### src/rtl/pc_branch_unit.sv
// Program counter and branch-resolution unit.
// Works out the next PC with priority jump, then conditional branch, then
// the sequential pc + 4. It also produces a one-cycle flush pulse after each
// committed redirect, a sticky flag for the illegal beq+bne encoding, and a
// saturating count of committed redirects.
module pc_branch_unit #(
  parameter logic [31:0] RESET_PC = 32'h0000_0000,
  parameter int          CNT_W    = 16
) (
  input  logic             clk,
  input  logic             reset,
  input  logic             stall,
  input  logic             beq,
  input  logic             bne,
  input  logic             jump,
  input  logic [15:0]      imm,
  input  logic [25:0]      target,
  input  logic             Z,
  output logic [31:0]      pc,
  output logic [31:0]      pc_plus4,
  output logic             taken,
  output logic             flush,
  output logic             illegal,
  output logic [CNT_W-1:0] taken_cnt
);

  typedef enum logic {RUN, REDIRECT} state_t;

  state_t state;

  // Turns a word offset into a sign-extended byte offset.
  function automatic logic signed [31:0] branch_offset(input logic [15:0] off);
    return {{14{off[15]}}, off, 2'b00};
  endfunction

  // Adds one to the counter, but leaves it unchanged once every bit is set.
  function automatic logic [CNT_W-1:0] sat_inc(input logic [CNT_W-1:0] c);
    return (&c) ? c : c + 1'b1;
  endfunction

  logic signed [31:0] br_off_p0;
  logic [31:0]        jump_tgt_p0;
  logic [31:0]        br_tgt_p0;
  logic [31:0]        pc_next_p0;
  logic               one_hot_p0;
  logic               br_p0;
  logic               both_p0;
  logic               commit_p0;

  // Stage p0: resolve the branch and select the next PC from the current pc.
  always_comb begin
    pc_plus4    = pc + 32'd4;
    one_hot_p0  = beq ^ bne;
    both_p0     = beq & bne;
    br_p0       = one_hot_p0 & ((beq & Z) | (bne & ~Z));
    taken       = jump | br_p0;
    br_off_p0   = branch_offset(imm);
    jump_tgt_p0 = {pc_plus4[31:28], target, 2'b00};
    br_tgt_p0   = pc_plus4 + $unsigned(br_off_p0);
    commit_p0   = ~reset & ~stall;
    pc_next_p0  = pc_plus4;
    if (jump)
      pc_next_p0 = jump_tgt_p0;
    else if (br_p0)
      pc_next_p0 = br_tgt_p0;
  end

  // Program counter register. A stalled cycle leaves the current pc in place.
  always_ff @(posedge clk) begin
    if (reset)
      pc <= RESET_PC;
    else if (!stall)
      pc <= pc_next_p0;
  end

  // Redirect FSM. flush is registered and is high exactly while in REDIRECT.
  always_ff @(posedge clk) begin
    if (reset) begin
      state <= RUN;
      flush <= 1'b0;
    end else if (commit_p0) begin
      case (state)
        RUN: begin
          if (taken) begin
            state <= REDIRECT;
            flush <= 1'b1;
          end else begin
            state <= RUN;
            flush <= 1'b0;
          end
        end
        REDIRECT: begin
          if (taken) begin
            state <= REDIRECT;
            flush <= 1'b1;
          end else begin
            state <= RUN;
            flush <= 1'b0;
          end
        end
        default: begin
          state <= RUN;
          flush <= 1'b0;
        end
      endcase
    end
  end

  // Sticky illegal-encoding flag. Only reset clears it.
  always_ff @(posedge clk) begin
    if (reset)
      illegal <= 1'b0;
    else if (commit_p0 && both_p0)
      illegal <= 1'b1;
  end

  // Saturating count of committed redirects.
  always_ff @(posedge clk) begin
    if (reset)
      taken_cnt <= '0;
    else if (commit_p0 && taken)
      taken_cnt <= sat_inc(taken_cnt);
  end

endmodule

### config.mk
export PLATFORM = sky130hd
export DESIGN_NAME = pc_branch_unit
export DESIGN_NICKNAME = d
export VERILOG_FILES = /design/src/rtl/pc_branch_unit.sv
export SDC_FILE = /design/constraint.sdc
export NUM_CORES = 1
export LEC_CHECK = 0
export CAP_MARGIN = 20
export CORE_MARGIN = 2
export CORE_UTILIZATION = 54
export CTS_BUF_LIST = sky130_fd_sc_hd__clkbuf_2
export DETAILED_ROUTE_END_ITERATION = 8
export GPL_ROUTABILITY_DRIVEN = 0
export PLACE_DENSITY_LB_ADDON = 0.05
export SKIP_CTS_REPAIR_TIMING = 1
export SLEW_MARGIN = 15
export SYNTH_ARGS = -nofsm -noshare
export SYNTH_HDL_FRONTEND = slang
export SYNTH_SLANG_ARGS = --single-unit
export TNS_END_PERCENT = 30
### constraint.sdc
create_clock -name clk -period 5.5 [get_ports clk]
set_input_delay 1.65 -clock clk [delete_from_list [all_inputs] [get_ports clk]]
set_output_delay 1.65 -clock clk [all_outputs]
set_load 0.01 [all_outputs]
==> run summary <==
Tmin final: 5130 ps
vias in the first global route: 4628
CP Data Arrival Time: 3480 ps
Top FF cell, synth: dfxtp_1
Final Setup Violations: 0
drt wl/cell: 17.3 µm
layout cell share with drive strength beyond 1: 3.45%
vias per cell: 6.03
Initial Util: 55.2%
CORE AREA: 8180 µm²
CTS Sinks: 48
total CTS buffers: 5
Startpoint Class: input port
crit path kind: in -> out
cells after synthesis: 610
worst vdd ir: 0.000120 V
Clock Pin Slew Worst Setup and Hold Paths: 270 ps
clock tree buffer depth: 2
Largest delay share family, worst path: buffers and inverters
largest net degree at the start of global routing: 42
hold crit path type: reg -> reg
reg2reg setup slack: 1340 ps
Worst Skew: 28.3 ps
cells along the critical path: clkdlybuf4s50_1, mux2_2, a21oi_1, inv_1, clkdlybuf4s50_1
CP Buf/Inv Count: 3
Final nets: 813
port bufs: 127
first-pass GRT wire length: 22600 µm
# fillers: 657
area taken by multi-input logic gates: 3380 µm²
Req. time, crit path: 3850 ps
slowest CP cell: clkdlybuf4s50_1
Total Wirelength: 14400 µm
slew at the pin closest to its max-slew limit: 906 ps
CP max stage delay: 530 ps
root buf cell: clkbuf_2
Pins Over Slew Limit: 0
antenna violations before repair: 0
Post-Syn Area per Cell: 7.40 µm²
Yosys cell types: 57
Fmax: 195 MHz
register area share after synthesis: 21.3%
status: finished, final reports clean
Warnings, synthesis: 0
total gr overflow: 0
drt pass-1 iters: 5
fin cells: 830
Rel. slew slack: 39.4%
Starting DRT DRC Count: 339
num rows: 33
ant diodes: 0
storage element area: 961 µm²
P&R area growth vs syn: 31.1%
DR DRC count: 0
Lkg Pwr: 2.42 nW
crit end category: primary output
die area: 9110 µm²
Max Cap Viol: 0
# IOs: 132
asr flop ratio synth: 0%
Fin. Hold Viols: 0
worst skew pair latency: 480 ps
worst-path fanout max: 7
via count: 5006
post-synthesis register bit count: 48
Cell Pwr Density: 179 nW/µm²
Final period util: 93.3%
RSZ-0062 raised after global routing: false
CTS tree: built
Synth Cell Area: 4520 µm²
H-tree levels: 2
TNS Setup: 0 ps
dpl hpwl: 10700 µm
number of nets still failing antenna checks after routing: 0
CP dominant cell by count: clkdlybuf4s50_1
number of synthesized flops with an enable pin: 0
Die Wd: 95.5 µm
Placed Cells: 822
GRT Util Overall: 31.5%
Die Y: 95.5 µm
## through the flow
step           power [mW]  setup WS, ps  hold slack (ps)  area, µm²  utilization [%]
2_1_floorplan       0.668          1370              502       4530                -
3_3_place_gp        0.833           434              455       5850             71.6
3_5_place_dp        0.843           398              468       5850             71.6
4_1_cts              1.06           390              529       5920             72.5
5_1_grt              1.12           279              550       5920             72.5
6_report             1.06           370              523       5920             72.5
## worst paths after layout
path                               from      end  cells after the start
worst min register to register  illegal  illegal                      2
worst max register to register    pc[2]   pc[29]                     16
worst max-delay path                  Z    taken                      5
worst min-delay path            illegal  illegal                      2
## layer usage
metal	GRT usage [%]	wire, µm	part of all wire, %
met4	10.2	299	2.1
met1	42.5	6260	44
met3	6.09	1360	9.4
met2	50.4	6450	45
met5	0	0	0
## Yosys cell counts (11+ instances only)
| library cell | count | share of area [%] |
|---|---|---|
| ha_1 | 39 | 11 |
| and3_1 | 12 | 1.7 |
| nand4_1 | 11 | 1.5 |
| xor2_1 | 30 | 5.8 |
| inv_1 | 16 | 1.3 |
| a21o_1 | 14 | 2.3 |
| nor2_1 | 76 | 6.3 |
| dfxtp_1 | 48 | 21 |
| xnor2_1 | 37 | 7.2 |
| clkbuf_1 | 23 | 1.9 |
| nand3_1 | 19 | 2.1 |
| o21ai_0 | 44 | 4.9 |
| nand2_1 | 64 | 5.3 |
| a21oi_1 | 59 | 6.5 |
## layout by cell type (no fill, tap or decap), drive strengths merged, types with 15 or more instances in the layout
cell and n:
xor2 31, a21oi 59, o21ai 45, ha 39
clkdlybuf4s50 127, xnor2 37, nor2 76, dfxtp 48
and3 15, nand2 64, inv 17, nand3 20
## where the power goes
part / switching [mW] / leakage (nW) / internal [mW]
sequential: 0.0287 / 0.392 / 0.367
combinational: 0.241 / 1.99 / 0.213
clock: 0.136 / 0.0396 / 0.0783
## area by class of cell
type / instances / area share [%]
Multi-Input combinational cell: 520 / 57.1
Timing Repair Buffer: 133 / 22.2
Sequential cell: 48 / 16.2
Tap cell: 105 / 2.22
Inverter: 16 / 1.01
Clock inverter: 3 / 0.782
Clock buffer: 5 / 0.422
## sequential cells by signal, summed over array words and instances, names as in the netlist
signal	cells
taken_cnt	16
pc	30
flush	1
illegal	1
## worst min-delay path, delay by kind of cell, from the launching register on
kind,cells,cell delay (ps)
flops,1,400
compound gates,1,40
simple gates,1,70
## kinds of logic after synthesis
logic type / Yosys count / share of synthesized area [%]
XOR/XNOR: 68 / 13.6
other: 1 / 0.0830
AND/OR/NAND/NOR: 217 / 23.0
flip-flops: 48 / 21.3
adder cells (fa/ha/maj): 40 / 11.2
multiplexers: 6 / 1.36
buffers and inverters: 45 / 4.07
AO/OA/AOI/OAI: 185 / 25.3
No activity file was read; power rests on OpenSTA's default activity.
